--- config.mk ---
export PLATFORM = sky130hd
export DESIGN_NAME = divisor_sequencial_4bits
export DESIGN_NICKNAME = d
export VERILOG_FILES = /design/src/rtl/divisor_sequencial_4bits.sv
export SDC_FILE = /design/constraint.sdc
export NUM_CORES = 1
export LEC_CHECK = 0
export ABC_CLOCK_PERIOD_IN_PS = 4300
export BUFFER_PORTS_ARGS = -buffer_cell sky130_fd_sc_hd__buf_4
export CAP_MARGIN = 10
export CORE_AREA = 3 3 75 77
export CTS_BUF_LIST = sky130_fd_sc_hd__clkbuf_16
export DETAILED_ROUTE_END_ITERATION = 8
export DIE_AREA = 0 0 78 80
export HOLD_SLACK_MARGIN = 0.12
export PLACE_DENSITY = 0.57
export SYNTH_ARGS = -nofsm -noshare
export SYNTH_HDL_FRONTEND = slang
export SYNTH_SLANG_ARGS = --single-unit
--- constraint.sdc ---
create_clock -name clk -period 4.3 [get_ports clk]
set_input_delay 0.86 -clock clk [delete_from_list [all_inputs] [get_ports clk]]
set_output_delay 0.86 -clock clk [all_outputs]
set_load 0.01 [all_outputs]
--- src/rtl/divisor_sequencial_4bits.sv ---
// divisor_sequencial_4bits
//
// Multi-cycle unsigned restoring divider for the ULA datapath. Each clock
// produces one quotient bit: quociente = dividendo / divisor and
// resto = dividendo % divisor. A zero divisor is reported through erro_div0
// instead of producing an undefined result.
//
// Ports:
//   clk        : single clock, rising edge
//   rst_n      : asynchronous active-low reset
//   iniciar    : start request, sampled only while ocupado = 0
//   dividendo  : dividend, captured on the accepting edge
//   divisor    : divisor, captured on the accepting edge
//   ocupado    : high while the FSM is not idle
//   pronto     : one-cycle pulse marking a complete result
//   quociente  : quotient, held until the next completion
//   resto      : remainder, held until the next completion
//   erro_div0  : set on completion when the divisor was zero
module divisor_sequencial_4bits #(
    parameter int LARGURA = 4
) (
    input  logic               clk,
    input  logic               rst_n,
    input  logic               iniciar,
    input  logic [LARGURA-1:0] dividendo,
    input  logic [LARGURA-1:0] divisor,
    output logic               ocupado,
    output logic               pronto,
    output logic [LARGURA-1:0] quociente,
    output logic [LARGURA-1:0] resto,
    output logic               erro_div0
);

    localparam int CW = $clog2(LARGURA + 1);

    typedef enum logic [1:0] {
        OCIOSO,
        CALCULA,
        FIM
    } estado_t;

    estado_t            estado;
    logic [LARGURA:0]   r;
    logic [LARGURA-1:0] q;
    logic [CW-1:0]      cont;
    logic [LARGURA-1:0] div_r;

    logic [LARGURA:0]   r_desl;
    logic [LARGURA:0]   t;
    logic [LARGURA:0]   r_prox;
    logic [LARGURA-1:0] q_prox;

    // Trial subtraction at LARGURA+1 bits; the MSB of the result is the borrow.
    function automatic logic [LARGURA:0] subtrai(input logic [LARGURA:0]   a,
                                                 input logic [LARGURA-1:0] d);
        return a - {1'b0, d};
    endfunction

    // One restoring iteration. The partial remainder is always below the
    // divisor, so dropping R's MSB during the shift never loses information.
    always_comb begin
        r_desl = (r << 1) | {{LARGURA{1'b0}}, q[LARGURA-1]};
        t      = subtrai(r_desl, div_r);
        if (!t[LARGURA]) begin
            r_prox = t;
            q_prox = {q[LARGURA-2:0], 1'b1};
        end else begin
            r_prox = r_desl;
            q_prox = {q[LARGURA-2:0], 1'b0};
        end
    end

    always_ff @(posedge clk or negedge rst_n) begin
        if (!rst_n) begin
            estado    <= OCIOSO;
            ocupado   <= 1'b0;
            pronto    <= 1'b0;
            quociente <= '0;
            resto     <= '0;
            erro_div0 <= 1'b0;
            r         <= '0;
            q         <= '0;
            cont      <= '0;
            div_r     <= '0;
        end else begin
            case (estado)
                OCIOSO: begin
                    pronto <= 1'b0;
                    if (iniciar) begin
                        div_r   <= divisor;
                        ocupado <= 1'b1;
                        if (divisor != '0) begin
                            r      <= '0;
                            q      <= dividendo;
                            cont   <= CW'(LARGURA);
                            estado <= CALCULA;
                        end else begin
                            // Divide by zero skips the iterations entirely.
                            quociente <= '1;
                            resto     <= dividendo;
                            erro_div0 <= 1'b1;
                            pronto    <= 1'b1;
                            estado    <= FIM;
                        end
                    end
                end
                CALCULA: begin
                    r    <= r_prox;
                    q    <= q_prox;
                    cont <= cont - CW'(1);
                    if (cont == CW'(1)) begin
                        quociente <= q_prox;
                        resto     <= r_prox[LARGURA-1:0];
                        erro_div0 <= 1'b0;
                        pronto    <= 1'b1;
                        estado    <= FIM;
                    end
                end
                FIM: begin
                    pronto  <= 1'b0;
                    ocupado <= 1'b0;
                    estado  <= OCIOSO;
                end
                default: begin
                    pronto  <= 1'b0;
                    ocupado <= 1'b0;
                    estado  <= OCIOSO;
                end
            endcase
        end
    end

endmodule

Word-level counts from Yosys, hierarchy flattened. Index checks and enable logic that the tools add are counted.

Bits in registers: 28. Output and inout port bits: 11. Input bits: 11.

Eq/ne operators: 6. Reduce and logical (&&, ||, !) cells: 8. Add/sub/neg operators: 2. Bitwise gates (word level): 2. Muxes and demuxes: 33.

Operators with widths (count): $mux 4 (11); $pmux 4 s2 (4); $mux 1 (8); $ne 2x2->1 const B (4); $mux 2 (3); $mux 3 (2); $pmux 1 s2 (3); $pmux 3 s2 (1); $reduce_and 2->1 (3); $or 5x1->5 (1); $sub 5x4->5 (1); $pmux 2 s2 (1); $reduce_and 4->1 (1); $reduce_bool 4->1 (1); $eq 3x1->1 const B (1); $reduce_and 3->1 (1); $sub 3x1->3 const B (1); $eq 2x1->1 const B (1); $logic_not 2->1 (1); $reduce_bool 2->1 (1); $not 1->1 (1).

Depth between registers and ports, before layout. Gate-level depths: netlist (run 1).

Depth after elaboration: 5. Gate-level depth with buffers: 9.

Worst setup path before layout (run 1). OpenSTA, ideal clock, no wires.

Kind: reg-to-reg. Start point: register q[3]. End point: register resto[3]. Setup time: 141 ps. Setup slack: 2146 ps. Data arrival time: 2013 ps. Buffers on the path: 1. Cell stages (with the launch flop): 10. Cell sequence: dfrtp_1 inv_1 ha_1 fa_1 nand2b_1 o2bb2ai_2 buf_6 and3b_1 a2111oi_1 o22ai_1.

Cells in the longest elaborated chain, start to end: 5.

Ends and longest elaborated chain: start, declared (RTL line 44) `logic [LARGURA-1:0] q;`; start signal, assigned (RTL line 94) `q <= dividendo;`; start signal, assigned (RTL line 109) `q <= q_prox;`; $or 5x1->5 (RTL line 62) `r_desl = (r << 1) | {{LARGURA{1'b0}}, q[LARGURA-1]};`; $sub 5x4->5 (RTL line 56) `return a - {1'b0, d};`; $mux 4 (RTL line 64) `if (!t[LARGURA]) begin`; $mux 4 (RTL line 111) `if (cont == CW'(1)) begin`; $pmux 4 s2 (RTL line 86) `case (estado)`; end signal, assigned (RTL line 100) `resto <= dividendo;`; end signal, assigned (RTL line 113) `resto <= r_prox[LARGURA-1:0];`; end, declared (RTL line 30) `output logic [LARGURA-1:0] resto,`.

No other way between the ends. The select of a mux whose other input is x is not followed. A chain may end at the register's enable or synchronous reset.

Worst setup path in the final report (run 1). Same ends and word-level chain as after synthesis.

==> flow_summary.html, run 1 <==
<table>
<tr><th>Metric</th><th>Value</th></tr>
<tr><th colspan="2">Detailed routing</th></tr>
<tr><td>Final antenna-violating net count</td><td>0</td></tr>
<tr><td>Final WL</td><td>3.15 mm</td></tr>
<tr><td>Wire length on met2</td><td>1.39 mm</td></tr>
<tr><td>Initial DRC count</td><td>39</td></tr>
<tr><td>Met3 Wirelength</td><td>129 µm</td></tr>
<tr><td>Max layer used</td><td>met4</td></tr>
<tr><td>Average via count per standard cell</td><td>4.70</td></tr>
<tr><td>1st-pass router iterations</td><td>4</td></tr>
<tr><td>Via count</td><td>1,123</td></tr>
<tr><td>Drt wl/cell</td><td>13.2 µm</td></tr>
<tr><td>Remaining routing DRC violations</td><td>0</td></tr>
<tr><td>Sum of routed wire segments on met1</td><td>1.59 mm</td></tr>
<tr><th colspan="2">Placed design</th></tr>
<tr><td>Final RePlAce weighted congestion</td><td>0.760</td></tr>
<tr><td>Total half-perimeter wirelength after legalization and detailed placement</td><td>2.30 mm</td></tr>
<tr><td>Number of input and output port buffers inserted</td><td>21</td></tr>
<tr><td>Post-DP Area</td><td>1670 µm²</td></tr>
<tr><td>Cell Count Post-Placement</td><td>235</td></tr>
<tr><th colspan="2">Timing</th></tr>
<tr><td>Unrepaired setup endpoints after global routing</td><td>no</td></tr>
<tr><td>Clock Skew</td><td>3.85 ps</td></tr>
<tr><td>Fmax</td><td>410 MHz</td></tr>
<tr><td>Transition time at the pin with the least slew margin</td><td>614 ps</td></tr>
<tr><td>Fin crit period</td><td>2440 ps</td></tr>
<tr><td>Worst slew margin relative to its limit</td><td>0.589</td></tr>
<tr><td>Count of final hold-check violations</td><td>0</td></tr>
<tr><td>Sum of negative setup slack</td><td>0 ps</td></tr>
<tr><td>Final-report max-slew violation count</td><td>0</td></tr>
<tr><td>Final-layout worst hold slack</td><td>473 ps</td></tr>
<tr><td>Final number of setup-violating endpoints</td><td>0</td></tr>
<tr><td>Period Utilization, post-route</td><td>0.567</td></tr>
<tr><th colspan="2">Finish</th></tr>
<tr><td>Diodes inserted</td><td>0</td></tr>
<tr><td>Layout cells sized above 1</td><td>0.183</td></tr>
<tr><td>Signed area change from the synthesized netlist to the final layout</td><td>20.8%</td></tr>
<tr><td>Util after Layout</td><td>0.350</td></tr>
<tr><td>Post-layout nets</td><td>188</td></tr>
<tr><td>Final instance area</td><td>1780 µm²</td></tr>
<tr><td>Final std cells w/o fill</td><td>239</td></tr>
<tr><th colspan="2">Job</th></tr>
<tr><td>Max-cap viol count</td><td>0</td></tr>
<tr><th colspan="2">Floorplan</th></tr>
<tr><td>X dimension of the die</td><td>78 µm</td></tr>
<tr><td>Count of pins on the block boundary</td><td>22</td></tr>
<tr><td>Starting Density</td><td>0.290</td></tr>
<tr><td>Placement Rows</td><td>26</td></tr>
<tr><td>Die Y-Extent</td><td>80 µm</td></tr>
<tr><td>Area of the core</td><td>5070 µm²</td></tr>
<tr><td>Total Die Area</td><td>6240 µm²</td></tr>
<tr><th colspan="2">Worst setup path</th></tr>
<tr><td>Crit path arrival time</td><td>2570 ps</td></tr>
<tr><td>FF-to-FF setup slack</td><td>1860 ps</td></tr>
<tr><td>Kind of start point of the critical path</td><td>flip-flop</td></tr>
<tr><td>Required time of the critical path</td><td>4430 ps</td></tr>
<tr><td>Largest stage delay on the critical path</td><td>480 ps</td></tr>
<tr><td>Maximum fanout encountered on the critical timing path</td><td>12</td></tr>
<tr><td>End of the worst register-to-register path</td><td>resto[3]$_DFFE_PN0P_</td></tr>
<tr><td>Crit. Startpoint</td><td>q[3]$_DFFE_PN0P_</td></tr>
<tr><td>Slowest cell on crit path</td><td>sky130_fd_sc_hd__a2111oi_1</td></tr>
<tr><td>Count of cells along the worst register-to-register path</td><td>8</td></tr>
<tr><td>Worst setup path endpoint</td><td>resto[3]$_DFFE_PN0P_</td></tr>
<tr><td>Launch point of the worst reg-to-reg path</td><td>q[3]$_DFFE_PN0P_</td></tr>
<tr><td>Critical setup path kind</td><td>flip-flop to flip-flop</td></tr>
<tr><td>Worst path cell trace</td><td>inv_1, ha_1, fa_1, nand2b_1, o2bb2ai_2, xnor2_1, a2111oi_1, o22ai_1</td></tr>
<tr><td>Kind of capture point of the worst setup path</td><td>flip-flop</td></tr>
<tr><th colspan="2">GRT</th></tr>
<tr><td>Largest net degree at the start of global routing</td><td>29</td></tr>
<tr><td>Total global routing overflow</td><td>0</td></tr>
<tr><td>Vias in the first global route</td><td>1,039</td></tr>
<tr><td>Total GRT Usage</td><td>0.107</td></tr>
<tr><td>Initial antenna violation count</td><td>0</td></tr>
<tr><td>Wire length of the first global-routing pass</td><td>5.21 mm</td></tr>
<tr><th colspan="2">Synth</th></tr>
<tr><td>YS warnings</td><td>0</td></tr>
<tr><td>Synthesized Nets</td><td>169</td></tr>
<tr><td>Combined area of all synthesized cells</td><td>1470 µm²</td></tr>
<tr><td>Number of enable-type register cells in the synthesized netlist</td><td>0</td></tr>
<tr><td>Flip-flop cell with the highest count after synthesis</td><td>sky130_fd_sc_hd__dfrtp_1</td></tr>
<tr><td>FF+latch count, synth</td><td>28</td></tr>
<tr><td>Fraction of the yosys area taken by sequential cells</td><td>0.476</td></tr>
<tr><td>Mean area per synthesized cell</td><td>9.74 µm²</td></tr>
<tr><td>Post-Syn Instances</td><td>151</td></tr>
<tr><td>Fraction of registers with async set/reset</td><td>1.00</td></tr>
<tr><td>Count of distinct cell types in the synthesized netlist</td><td>43</td></tr>
<tr><th colspan="2">CTS</th></tr>
<tr><td>Worst skew pair latency</td><td>260 ps</td></tr>
<tr><td>Clock root buffer</td><td>sky130_fd_sc_hd__clkbuf_16</td></tr>
<tr><td>Number of setup buffers added after CTS</td><td>0</td></tr>
<tr><td>Clock-pin slew on the worst setup and hold paths</td><td>70 ps</td></tr>
<tr><td>Sink Count</td><td>28</td></tr>
<tr><td>Number of buffers created by CTS</td><td>3</td></tr>
<tr><td>Number of buffers between clock root and the deepest sink</td><td>2</td></tr>
<tr><td>Post-CTS Resized</td><td>0</td></tr>
<tr><td>CTS tree</td><td>done</td></tr>
<tr><td>Number of buffers inserted for hold repair after clock tree synthesis</td><td>0</td></tr>
<tr><td>H-tree level count</td><td>1</td></tr>
<tr><th colspan="2">Power and ir drop</th></tr>
<tr><td>Worst vdd ir</td><td>0.256 mV</td></tr>
<tr><td>Leakage Power</td><td>0.795 nW</td></tr>
<tr><td>Cell Pwr Density</td><td>895 nW/µm²</td></tr>
<tr><th colspan="2">Outcome</th></tr>
<tr><td>Run status</td><td>finished, final reports clean</td></tr>
<tr><th colspan="2">Worst hold path</th></tr>
<tr><td>Worst min-delay path category</td><td>flip-flop to flip-flop</td></tr>
</table>
registers in the layout, summed over array words and instances (netlist names), 2 cells and up:
name,cells
estado,2
cont,3
div_r,4
q,4
quociente,4
r,4
resto,4
synthesized netlist by cell type (all sizes together) (2+ instances only):
| library cell | number | area [µm²] |
|---|---|---|
| o22ai | 2 | 12.5 |
| nand3 | 7 | 35.0 |
| nor4 | 2 | 12.5 |
| a22oi | 3 | 22.5 |
| o21ai | 11 | 66.3 |
| a21oi | 4 | 23.8 |
| nand2 | 21 | 78.8 |
| xnor2 | 2 | 17.5 |
| clkbuf | 3 | 11.3 |
| nor2b | 4 | 25.0 |
| ha | 6 | 75.1 |
| o211ai | 3 | 22.5 |
| nand2b | 2 | 12.5 |
| inv | 9 | 33.8 |
| o22a | 4 | 35.0 |
| dfrtp | 28 | 701 |
| a2111oi | 2 | 18.8 |
| nor2 | 15 | 58.8 |
| buf | 5 | 40.0 |
| a41oi | 2 | 17.5 |
worst min path at each step:
| stage | start | to | slack (ps) | cells past startpoint |
|---|---|---|---|---|
| 5_1_grt | cont[2]$_DFFE_PN0P_ | cont[2]$_DFFE_PN0P_ | 490 | 1 |
| 3_3_place_gp | cont[2]$_DFFE_PN0P_ | cont[2]$_DFFE_PN0P_ | 470 | 1 |
| 3_5_place_dp | cont[2]$_DFFE_PN0P_ | cont[2]$_DFFE_PN0P_ | 470 | 1 |
| 4_1_cts | cont[2]$_DFFE_PN0P_ | cont[2]$_DFFE_PN0P_ | 480 | 1 |
| 6_report | cont[2]$_DFFE_PN0P_ | cont[2]$_DFFE_PN0P_ | 470 | 1 |
| 2_1_floorplan | cont[2]$_DFFE_PN0P_ | cont[2]$_DFFE_PN0P_ | 450 | 1 |
layer usage:
layer / GRT usage / vias to the layer above
met4: 0.0367 / 0
met5: 0 / -
met1: 0.145 / 529
met2: 0.165 / 19
li1: - / 571
met3: 0.0282 / 4
final cells by class:
class | count | area, µm²
tap | 70 | 87.6
clock inverter | 1 | 30.0
timing repair buffer | 22 | 165
multi-input combinational | 106 | 686
clock buffer | 3 | 75.1
fill | 541 | 3300
inverter | 9 | 33.8
sequential | 28 | 701
cell families (layout without fill, tap and decap cells):
group,after synthesis,after routing,share of synthesized area
simple gates,58,58,0.190
flops,28,28,0.476
xor+xnor,3,3,0.0179
buf+inv,17,35,0.0578
mux,1,1,0.00680
compound gates,37,37,0.186
fa+ha+maj,7,7,0.0646
cell usage in the layout, fill, tap and decap left out, types with 2 or more instances in the layout:
| cell type | netlist | layout |
|---|---|---|
| sky130_fd_sc_hd__a21oi_1 | 3 | 3 |
| sky130_fd_sc_hd__a22oi_1 | 3 | 3 |
| sky130_fd_sc_hd__a41oi_1 | 2 | 2 |
| sky130_fd_sc_hd__buf_4 | 1 | 22 |
| sky130_fd_sc_hd__clkbuf_16 | 0 | 3 |
| sky130_fd_sc_hd__dfrtp_1 | 28 | 28 |
| sky130_fd_sc_hd__ha_1 | 6 | 6 |
| sky130_fd_sc_hd__inv_1 | 9 | 9 |
| sky130_fd_sc_hd__nand2_1 | 21 | 21 |
| sky130_fd_sc_hd__nand2b_1 | 2 | 2 |
| sky130_fd_sc_hd__nand3_1 | 7 | 7 |
| sky130_fd_sc_hd__nor2_1 | 14 | 14 |
| sky130_fd_sc_hd__nor2b_1 | 4 | 4 |
| sky130_fd_sc_hd__nor4_1 | 2 | 2 |
| sky130_fd_sc_hd__o211ai_1 | 3 | 3 |
| sky130_fd_sc_hd__o21ai_0 | 5 | 5 |
| sky130_fd_sc_hd__o21ai_1 | 5 | 5 |
| sky130_fd_sc_hd__o22a_1 | 4 | 4 |
| sky130_fd_sc_hd__o22ai_1 | 2 | 2 |
| sky130_fd_sc_hd__xnor2_1 | 2 | 2 |
power by group:
group          switching, W  leakage, nW  internal, W  total, W
registers         0.0000985        0.333     0.000397  0.000496
logic              0.000459        0.410     0.000362  0.000821
clock network     0.0000904       0.0511     0.000185  0.000276
worst max-delay path, delay by kind of cell (launching register included):
kind / cells / cell delay [ps]
AOI/OAI and AO/OA: 3 / 850
xor gates and xnor gates: 1 / 240
adders and majority gates: 2 / 610
buffers and inverters: 1 / 70
DFF: 1 / 370
and+or+nand+nor: 1 / 170
metrics by stage:
stage | total power, W | setup slack (ps)
finish | 0.00159 | 1860
floorplan | 0.00112 | 2150
global placement | 0.00132 | 1890
global route | 0.00174 | 1690
CTS | 0.00161 | 1830
detailed placement | 0.00133 | 1870
(Power assumes the default switching activity.)
==> run 2, diff against run 1 <==
- ABC_CLOCK_PERIOD_IN_PS: 4300 -> 2300
- clock period: 4.3 -> 2.3 ns (I/O delays scaled with it)
==> run 2 against run 1 <==
  * Utilization grew 0.30 points
  * Fmax grew 16%
  * Combinational power grew 100%
  * Critical path depth grew 1
  * Sequential share of layout area shrank 0.33 points
  * Via count grew 0.18%
  * Global-route usage grew 0.076 points
  * Worst setup slack lost 1700 ps
  * Register-to-register slack lost 1700 ps
  * Sequential power grew 87%
  * First-iteration DRC count grew 54%
  * Critical path type unchanged
  * Largest power group unchanged
==> flow_summary.html, run 2 (synthesis results as in run 1) <==
<table>
<tr><th>Metric</th><th>Value</th></tr>
<tr><th colspan="2">Outcome</th></tr>
<tr><td>Run status</td><td>finished, final reports clean</td></tr>
<tr><th colspan="2">Timing</th></tr>
<tr><td>Fmax</td><td>474 MHz (+16%)</td></tr>
<tr><td>Count of final hold-check violations</td><td>0 (unchanged)</td></tr>
<tr><td>Worst slew margin relative to its limit</td><td>0.604 (+0.0145)</td></tr>
<tr><td>Final-layout worst hold slack</td><td>112 ps (-361 ps)</td></tr>
<tr><td>Fin crit period</td><td>2110 ps (-330 ps)</td></tr>
<tr><td>Clock Skew</td><td>3.75 ps (-0.108 ps)</td></tr>
<tr><td>Transition time at the pin with the least slew margin</td><td>592 ps (-21.6 ps)</td></tr>
<tr><td>Final number of setup-violating endpoints</td><td>0 (unchanged)</td></tr>
<tr><td>Sum of negative setup slack</td><td>0 ps (unchanged)</td></tr>
<tr><td>Period Utilization, post-route</td><td>0.916 (+0.350)</td></tr>
<tr><td>Final-report max-slew violation count</td><td>0 (unchanged)</td></tr>
<tr><td>Worst Setup Slack, final</td><td>192 ps (-1670 ps)</td></tr>
<tr><td>Unrepaired setup endpoints after global routing</td><td>no</td></tr>
<tr><th colspan="2">CTS</th></tr>
<tr><td>Clock root buffer</td><td>sky130_fd_sc_hd__clkbuf_16</td></tr>
<tr><td>Number of setup buffers added after CTS</td><td>0 (unchanged)</td></tr>
<tr><td>H-tree level count</td><td>1 (unchanged)</td></tr>
<tr><td>Clock-pin slew on the worst setup and hold paths</td><td>70 ps (about the same)</td></tr>
<tr><td>Number of buffers created by CTS</td><td>3 (unchanged)</td></tr>
<tr><td>Worst skew pair latency</td><td>260 ps (about the same)</td></tr>
<tr><td>Number of buffers between clock root and the deepest sink</td><td>2 (unchanged)</td></tr>
<tr><td>CTS tree</td><td>done</td></tr>
<tr><td>Sink Count</td><td>28 (unchanged)</td></tr>
<tr><th colspan="2">Detailed routing</th></tr>
<tr><td>1st-pass router iterations</td><td>4 (unchanged)</td></tr>
<tr><td>Final WL</td><td>3.15 mm (+0.13%)</td></tr>
<tr><td>Final antenna-violating net count</td><td>0 (unchanged)</td></tr>
<tr><td>Via count</td><td>1,125 (+0.18%)</td></tr>
<tr><td>Average via count per standard cell</td><td>4.65 (-1.1%)</td></tr>
<tr><td>Drt wl/cell</td><td>13.0 µm (-1.1%)</td></tr>
<tr><td>Remaining routing DRC violations</td><td>0 (unchanged)</td></tr>
<tr><td>Initial DRC count</td><td>60 (+54%)</td></tr>
<tr><th colspan="2">Floorplan</th></tr>
<tr><td>Starting Density</td><td>0.290 (unchanged)</td></tr>
<tr><td>Die Y-Extent</td><td>80 µm (unchanged)</td></tr>
<tr><td>Count of pins on the block boundary</td><td>22 (unchanged)</td></tr>
<tr><td>Area of the core</td><td>5070 µm² (unchanged)</td></tr>
<tr><td>X dimension of the die</td><td>78 µm (unchanged)</td></tr>
<tr><td>Total Die Area</td><td>6240 µm² (unchanged)</td></tr>
<tr><td>Placement Rows</td><td>26 (unchanged)</td></tr>
<tr><th colspan="2">Worst setup path</th></tr>
<tr><td>Kind of capture point of the worst setup path</td><td>flip-flop</td></tr>
<tr><td>Critical setup path kind</td><td>flip-flop to flip-flop</td></tr>
<tr><td>Required time of the critical path</td><td>2450 ps (-1980 ps)</td></tr>
<tr><td>Maximum fanout encountered on the critical timing path</td><td>6 (-6)</td></tr>
<tr><td>Kind of start point of the critical path</td><td>flip-flop</td></tr>
<tr><td>CP top delay family</td><td>adder cells</td></tr>
<tr><td>Slowest cell on crit path</td><td>sky130_fd_sc_hd__dfrtp_1</td></tr>
<tr><td>Largest stage delay on the critical path</td><td>360 ps (-120 ps)</td></tr>
<tr><td>Worst path cell trace</td><td>inv_1, ha_1, fa_2, nand2b_1, o2bb2ai_2, xnor2_1, buf_4, a211oi_1, o21ai_1</td></tr>
<tr><td>CP bufs+invs</td><td>2 (+1)</td></tr>
<tr><td>Crit path arrival time</td><td>2260 ps (-310 ps)</td></tr>
<tr><th colspan="2">Power and ir drop</th></tr>
<tr><td>Combinational share of power</td><td>0.559 (+0.044)</td></tr>
<tr><td>Power share of the clock group</td><td>0.131 (-0.042)</td></tr>
<tr><td>Worst vdd ir</td><td>0.429 mV (+68%)</td></tr>
<tr><td>Leakage Power</td><td>0.801 nW (+0.83%)</td></tr>
<tr><td>Cell-internal power</td><td>0.00176 W (+86%)</td></tr>
<tr><td>Overall Power</td><td>0.00300 W (+88%)</td></tr>
<tr><td>Reg power frac</td><td>0.309 (-0.002)</td></tr>
<tr><td>Cell Pwr Density</td><td>1670 nW/µm² (+87%)</td></tr>
<tr><td>Net Switching</td><td>0.00124 W (+91%)</td></tr>
<tr><td>Switching Share</td><td>0.413 (+0.00644)</td></tr>
<tr><th colspan="2">GRT</th></tr>
<tr><td>Wire length of the first global-routing pass</td><td>5.17 mm (-0.79%)</td></tr>
<tr><td>Largest net degree at the start of global routing</td><td>29 (unchanged)</td></tr>
<tr><td>Initial antenna violation count</td><td>0 (unchanged)</td></tr>
<tr><td>Vias in the first global route</td><td>1,002 (-3.6%)</td></tr>
<tr><td>Total GRT Usage</td><td>0.108 (+0.000764)</td></tr>
<tr><td>Total global routing overflow</td><td>0 (unchanged)</td></tr>
<tr><th colspan="2">Finish</th></tr>
<tr><td>Most common cell after layout, fill and taps aside</td><td>sky130_fd_sc_hd__dfrtp_1</td></tr>
<tr><td>Filler Cells Inserted</td><td>532 (-1.7%)</td></tr>
<tr><td>Util after Layout</td><td>0.353 (+0.00296)</td></tr>
<tr><td>Highest-count cells in the layout ignoring fill and taps</td><td>sky130_fd_sc_hd__dfrtp_1 (28), sky130_fd_sc_hd__buf_4 (26), sky130_fd_sc_hd__nand2_1 (21)</td></tr>
<tr><td>Signed area change from the synthesized netlist to the final layout</td><td>21.9%</td></tr>
<tr><td>Post-layout nets</td><td>192 (+2.1%)</td></tr>
<tr><td>Diodes inserted</td><td>0 (unchanged)</td></tr>
<tr><td>Layout cells sized above 1</td><td>0.215 (+0.0317)</td></tr>
<tr><th colspan="2">Placed design</th></tr>
<tr><td>Placement Setup Slack</td><td>57.5 ps (-1820 ps)</td></tr>
<tr><td>Number of input and output port buffers inserted</td><td>21 (unchanged)</td></tr>
<tr><td>Final RePlAce weighted congestion</td><td>0.772 (+1.6%)</td></tr>
<tr><td>Total half-perimeter wirelength after legalization and detailed placement</td><td>2.34 mm (+2.1%)</td></tr>
<tr><th colspan="2">Job</th></tr>
<tr><td>Max-cap viol count</td><td>0 (unchanged)</td></tr>
<tr><th colspan="2">Worst hold path</th></tr>
<tr><td>Worst min-delay path category</td><td>input port to asynchronous set/reset pin</td></tr>
</table>
==> run 2: worst register-to-register path: cells and delay by family, from the launching register on <==
kind	cells	cell delay (ps)
flops	1	360
compound gates	3	480
xor+xnor	1	170
buf+inv	2	250
fa+ha+maj	2	570
simple gates	1	160
==> run 2: per-layer routing <==
layer / vias to the layer above / part of all wire / track usage
met2: 23 / 0.44 / 0.155
met4: 0 / 0.015 / 0.0420
met5: - / 0 / 0
li1: 576 / - / -
met3: 4 / 0.051 / 0.0260
met1: 522 / 0.49 / 0.155
==> run 2: area by class of cell <==
type / count / area (µm²) / share of cell area
repair buffers: 26 / 195 / 0.109
clock buffers: 3 / 75.1 / 0.0419
flip-flops and latches: 28 / 701 / 0.391
multi-input cells: 106 / 701 / 0.391
well taps: 70 / 87.6 / 0.0488
inverters: 9 / 33.8 / 0.0188
==> run 2: power by group through the flow <==
stage,combinational [W],sequential (W),clock (W)
floorplan,0.00118,0.000923,0
detailed placement,0.00164,0.000933,0
finish,0.00168,0.000927,0.000394
global route,0.00189,0.000965,0.000421
CTS,0.00165,0.000926,0.000406
global placement,0.00163,0.000932,0
==> run 2: timing repair <==
item                                    CTS  global route
gates resized for setup                   0             4
hold buffers                              0             0
endpoints found under the setup margin    0             3
==> run 2: worst paths after layout <==
path                       slack [ps]                 from  depth (start not counted)                     to
min                               110                rst_n                          1  erro_div0$_DFFE_PN0P_
min reg2reg                       480  cont[2]$_DFFE_PN0P_                          1    cont[2]$_DFFE_PN0P_
max reg2reg                       190     q[3]$_DFFE_PN0P_                          9       r[3]$_DFFE_PN0P_
min in group clk                  400           divisor[0]                          3   div_r[0]$_DFFE_PN0P_
max in group asynchronous        1920                rst_n                          1    cont[0]$_DFFE_PN0P_
max                               190     q[3]$_DFFE_PN0P_                          9       r[3]$_DFFE_PN0P_
==> run 2: per-stage QoR <==
stage          instances  instance area (µm²)
6_report             242                 1790
5_1_grt              242                 1790
4_1_cts              242                 1780
3_5_place_dp         239                 1700
3_3_place_gp         239                 1700
2_1_floorplan        151                 1470
==> run 3, diff against run 2 <==
- RECOVER_POWER: unset -> 25
- REMOVE_ABC_BUFFERS: unset -> 1
==> run 3 against run 2 <==
  * First-iteration DRC count is 25% lower
  * Critical path depth fell by 1
  * Sequential share of layout area is 0.72 points lower
  * Die area did not move
  * Hold slack improved by 290 ps
  * Clock power is 32% higher
  * Worst setup slack worse by 40 ps
  * Clock skew about the same
  * Final cell count up 0.41%
  * Global-route usage increased by 0.56 points
  * Register-to-register slack lost 40 ps
  * Critical path type unchanged
  * Critical endpoint is now resto[2]$_DFFE_PN0P_
  * Highest routed layer unchanged
==> flow_summary.html, run 3 (synthesis results as in run 1) <==
<table>
<tr><th>Metric</th><th>Value</th></tr>
<tr><th colspan="2">Power and ir drop</th></tr>
<tr><td>Overall Power</td><td>0.00313 W (+4.6%)</td></tr>
<tr><td>Leakage Power</td><td>0.815 nW (+1.7%)</td></tr>
<tr><td>Worst vdd ir</td><td>0.527 mV (+23%)</td></tr>
<tr><td>Combinational share of power</td><td>0.539 (-0.020)</td></tr>
<tr><td>Power share of the clock group</td><td>0.166 (+0.035)</td></tr>
<tr><td>Reg power frac</td><td>0.294 (-0.015)</td></tr>
<tr><td>Cell-internal power</td><td>0.00187 W (+6.3%)</td></tr>
<tr><td>Cell Pwr Density</td><td>1720 nW/µm² (+2.6%)</td></tr>
<tr><td>Net Switching</td><td>0.00126 W (+2.0%)</td></tr>
<tr><td>Switching Share</td><td>0.403 (-0.0100)</td></tr>
<tr><th colspan="2">Finish</th></tr>
<tr><td>Layout cells sized above 1</td><td>0.220 (+0.00454)</td></tr>
<tr><td>Most common cell after layout, fill and taps aside</td><td>sky130_fd_sc_hd__dfrtp_1</td></tr>
<tr><td>Diodes inserted</td><td>0 (unchanged)</td></tr>
<tr><td>Post-layout nets</td><td>192 (unchanged)</td></tr>
<tr><td>Final std cells w/o fill</td><td>243 (+0.41%)</td></tr>
<tr><td>Area used by sequential logic in the layout</td><td>701 µm² (unchanged)</td></tr>
<tr><td>Highest-count cells in the layout ignoring fill and taps</td><td>sky130_fd_sc_hd__dfrtp_1 (28), sky130_fd_sc_hd__buf_4 (24), sky130_fd_sc_hd__nand2_1 (21)</td></tr>
<tr><td>Filler Cells Inserted</td><td>547 (+2.8%)</td></tr>
<tr><td>Area taken by multi-input logic gates</td><td>704 µm² (+0.54%)</td></tr>
<tr><td>Signed area change from the synthesized netlist to the final layout</td><td>24.1%</td></tr>
<tr><th colspan="2">Detailed routing</th></tr>
<tr><td>Final WL</td><td>3.29 mm (+4.6%)</td></tr>
<tr><td>Average via count per standard cell</td><td>4.67 (+0.47%)</td></tr>
<tr><td>Drt wl/cell</td><td>13.6 µm (+4.1%)</td></tr>
<tr><td>Remaining routing DRC violations</td><td>0 (unchanged)</td></tr>
<tr><td>Initial DRC count</td><td>45 (-25%)</td></tr>
<tr><td>Via count</td><td>1,135 (+0.89%)</td></tr>
<tr><td>1st-pass router iterations</td><td>4 (unchanged)</td></tr>
<tr><td>Final antenna-violating net count</td><td>0 (unchanged)</td></tr>
<tr><th colspan="2">GRT</th></tr>
<tr><td>Total global routing overflow</td><td>0 (unchanged)</td></tr>
<tr><td>Grt met2 use</td><td>0.182 (+0.0265)</td></tr>
<tr><td>Initial antenna violation count</td><td>0 (unchanged)</td></tr>
<tr><td>Global Route met3 Usage</td><td>0.0293 (+0.00339)</td></tr>
<tr><td>Vias in the first global route</td><td>1,117 (+11%)</td></tr>
<tr><td>Total GRT Usage</td><td>0.113 (+0.00558)</td></tr>
<tr><td>Wire length of the first global-routing pass</td><td>5.42 mm (+4.9%)</td></tr>
<tr><td>GR Layer Usage met1</td><td>0.147 (-0.00774)</td></tr>
<tr><td>Busiest layer in global routing</td><td>met2</td></tr>
<tr><td>Largest net degree at the start of global routing</td><td>29 (unchanged)</td></tr>
<tr><th colspan="2">Worst setup path</th></tr>
<tr><td>Slowest cell on crit path</td><td>sky130_fd_sc_hd__dfrtp_1</td></tr>
<tr><td>Worst path cell trace</td><td>inv_1, ha_1, fa_2, nand2b_1, o2bb2ai_2, and4_1, a2111oi_0, a21oi_1</td></tr>
<tr><td>Kind of capture point of the worst setup path</td><td>flip-flop</td></tr>
<tr><td>Critical path depth in cells</td><td>8 (-1)</td></tr>
<tr><td>CP bufs+invs</td><td>1 (-1)</td></tr>
<tr><td>Crit path arrival time</td><td>2280 ps (+20 ps)</td></tr>
<tr><td>CP top delay family</td><td>compound AO/OA/AOI/OAI gates</td></tr>
<tr><td>Count of cells along the worst register-to-register path</td><td>8 (-1)</td></tr>
<tr><td>FF-to-FF setup slack</td><td>150 ps (-40 ps)</td></tr>
<tr><td>Kind of start point of the critical path</td><td>flip-flop</td></tr>
<tr><td>Required time of the critical path</td><td>2430 ps (-20 ps)</td></tr>
<tr><td>Critical setup path kind</td><td>flip-flop to flip-flop</td></tr>
<tr><td>Largest stage delay on the critical path</td><td>360 ps (about the same)</td></tr>
<tr><td>Maximum fanout encountered on the critical timing path</td><td>7 (+1)</td></tr>
<tr><th colspan="2">Job</th></tr>
<tr><td>Max-cap viol count</td><td>0 (unchanged)</td></tr>
<tr><th colspan="2">CTS</th></tr>
<tr><td>Number of buffers between clock root and the deepest sink</td><td>2 (unchanged)</td></tr>
<tr><td>Clock-pin slew on the worst setup and hold paths</td><td>70 ps (about the same)</td></tr>
<tr><td>CTS tree</td><td>done</td></tr>
<tr><td>Clock root buffer</td><td>sky130_fd_sc_hd__clkbuf_16</td></tr>
<tr><td>Sink Count</td><td>28 (unchanged)</td></tr>
<tr><td>H-tree level count</td><td>1 (unchanged)</td></tr>
<tr><td>Number of buffers created by CTS</td><td>3 (unchanged)</td></tr>
<tr><td>Worst skew pair latency</td><td>270 ps (about the same)</td></tr>
<tr><th colspan="2">Timing</th></tr>
<tr><td>Fin crit period</td><td>2150 ps (+39.9 ps)</td></tr>
<tr><td>Unrepaired setup endpoints after global routing</td><td>no</td></tr>
<tr><td>Clock Skew</td><td>4.02 ps (+0.275 ps)</td></tr>
<tr><td>Final-layout worst hold slack</td><td>407 ps (+295 ps)</td></tr>
<tr><td>Final-report max-slew violation count</td><td>0 (unchanged)</td></tr>
<tr><td>Period Utilization, post-route</td><td>0.934 (+0.0173)</td></tr>
<tr><td>Fmax</td><td>466 MHz (-1.9%)</td></tr>
<tr><td>Sum of negative setup slack</td><td>0 ps (unchanged)</td></tr>
<tr><td>Count of final hold-check violations</td><td>0 (unchanged)</td></tr>
<tr><td>Final number of setup-violating endpoints</td><td>0 (unchanged)</td></tr>
<tr><td>Transition time at the pin with the least slew margin</td><td>704 ps (+112 ps)</td></tr>
<tr><td>Worst slew margin relative to its limit</td><td>0.531 (-0.0730)</td></tr>
<tr><th colspan="2">Worst hold path</th></tr>
<tr><td>Cell depth of the worst min-delay path</td><td>3</td></tr>
<tr><td>Worst min-delay path category</td><td>input port to flip-flop</td></tr>
<tr><th colspan="2">Outcome</th></tr>
<tr><td>Run status</td><td>finished, final reports clean</td></tr>
<tr><th colspan="2">Floorplan</th></tr>
<tr><td>Starting Density</td><td>0.290 (unchanged)</td></tr>
<tr><td>X dimension of the die</td><td>78 µm (unchanged)</td></tr>
<tr><td>Total Die Area</td><td>6240 µm² (unchanged)</td></tr>
<tr><td>Count of pins on the block boundary</td><td>22 (unchanged)</td></tr>
<tr><td>Area of the core</td><td>5070 µm² (unchanged)</td></tr>
<tr><td>Die Y-Extent</td><td>80 µm (unchanged)</td></tr>
<tr><td>Placement Rows</td><td>26 (unchanged)</td></tr>
<tr><th colspan="2">Placed design</th></tr>
<tr><td>Total half-perimeter wirelength after legalization and detailed placement</td><td>2.39 mm (+2.1%)</td></tr>
<tr><td>Final RePlAce weighted congestion</td><td>0.812 (+5.1%)</td></tr>
<tr><td>Number of input and output port buffers inserted</td><td>21 (unchanged)</td></tr>
<tr><td>Cell Count Post-Placement</td><td>238 (-0.42%)</td></tr>
</table>
## run 3: changes by cell type in the layout (fill, tap and decap cells not counted)
cell | previous run | this run
sky130_fd_sc_hd__buf_4 | 26 | 24
sky130_fd_sc_hd__a2111oi_0 | 0 | 1
sky130_fd_sc_hd__a211oi_1 | 1 | 0
sky130_fd_sc_hd__a211oi_2 | 0 | 1
sky130_fd_sc_hd__a2111oi_1 | 1 | 0
sky130_fd_sc_hd__dlygate4sd3_1 | 0 | 1
sky130_fd_sc_hd__clkbuf_2 | 0 | 1
sky130_fd_sc_hd__bufinv_16 | 0 | 1
## run 3: power by group through the flow
stage	clock network, W	registers (W)	logic [W]
after floorplan	0	0.000935	0.00107
after global placement	0	0.000931	0.00161
after detailed placement	0	0.000931	0.00163
after CTS	0.000532	0.000923	0.00164
after global routing	0.000557	0.000957	0.00190
final	0.000521	0.000923	0.00169
## run 3: layer usage
metal / routed length (µm) / up-vias
li1: - / 571
met1: 1640 / 544
met2: 1510 / 16
met3: 105 / 4
met4: 37 / 0
met5: 0 / -
## run 3: area by class of cell
class,count,share of cell area
clock buffer,3,0.0411
clock inverter,1,0.0164
inverter,9,0.0185
multi-input combinational,106,0.386
sequential,28,0.384
tap,70,0.0479
timing repair buffer,26,0.107
## run 3: worst paths after layout
path                                     startpoint                    end
worst max register to register     q[3]$_DFFE_PN0P_   resto[2]$_DFFE_PN0P_
worst min-delay path                     divisor[3]   div_r[3]$_DFFE_PN0P_
max in group asynchronous                     rst_n   div_r[2]$_DFFE_PN0P_
min in group asynchronous                     rst_n  erro_div0$_DFFE_PN0P_
worst max-delay path               q[3]$_DFFE_PN0P_   resto[2]$_DFFE_PN0P_
worst min register to register  cont[2]$_DFFE_PN0P_    cont[2]$_DFFE_PN0P_
## run 3: worst register-to-register path, cell delays in order, from the launching register on
cell and delay (ps):
sky130_fd_sc_hd__dfrtp_1 360, sky130_fd_sc_hd__inv_1 70, sky130_fd_sc_hd__ha_1 220, sky130_fd_sc_hd__fa_2 350, sky130_fd_sc_hd__nand2b_1 160, sky130_fd_sc_hd__o2bb2ai_2 180
sky130_fd_sc_hd__and4_1 230, sky130_fd_sc_hd__a2111oi_0 330, sky130_fd_sc_hd__a21oi_1 110
## run 3: timing repair
action	in CTS	in global routing
hold buffers	1	0
resized for setup	0	4
endpoints found under the hold margin	16	0
endpoints found under the setup margin	0	4
setup buffers	0	0
## run 3: per-stage QoR
step | area [µm²] | setup WS, ps | utilization
2_1_floorplan | 1420 | 129 | -
3_3_place_gp | 1700 | 127 | 0.334
3_5_place_dp | 1700 | 67.8 | 0.334
4_1_cts | 1810 | 56.0 | 0.357
5_1_grt | 1830 | 24.4 | 0.360
6_report | 1830 | 152 | 0.360
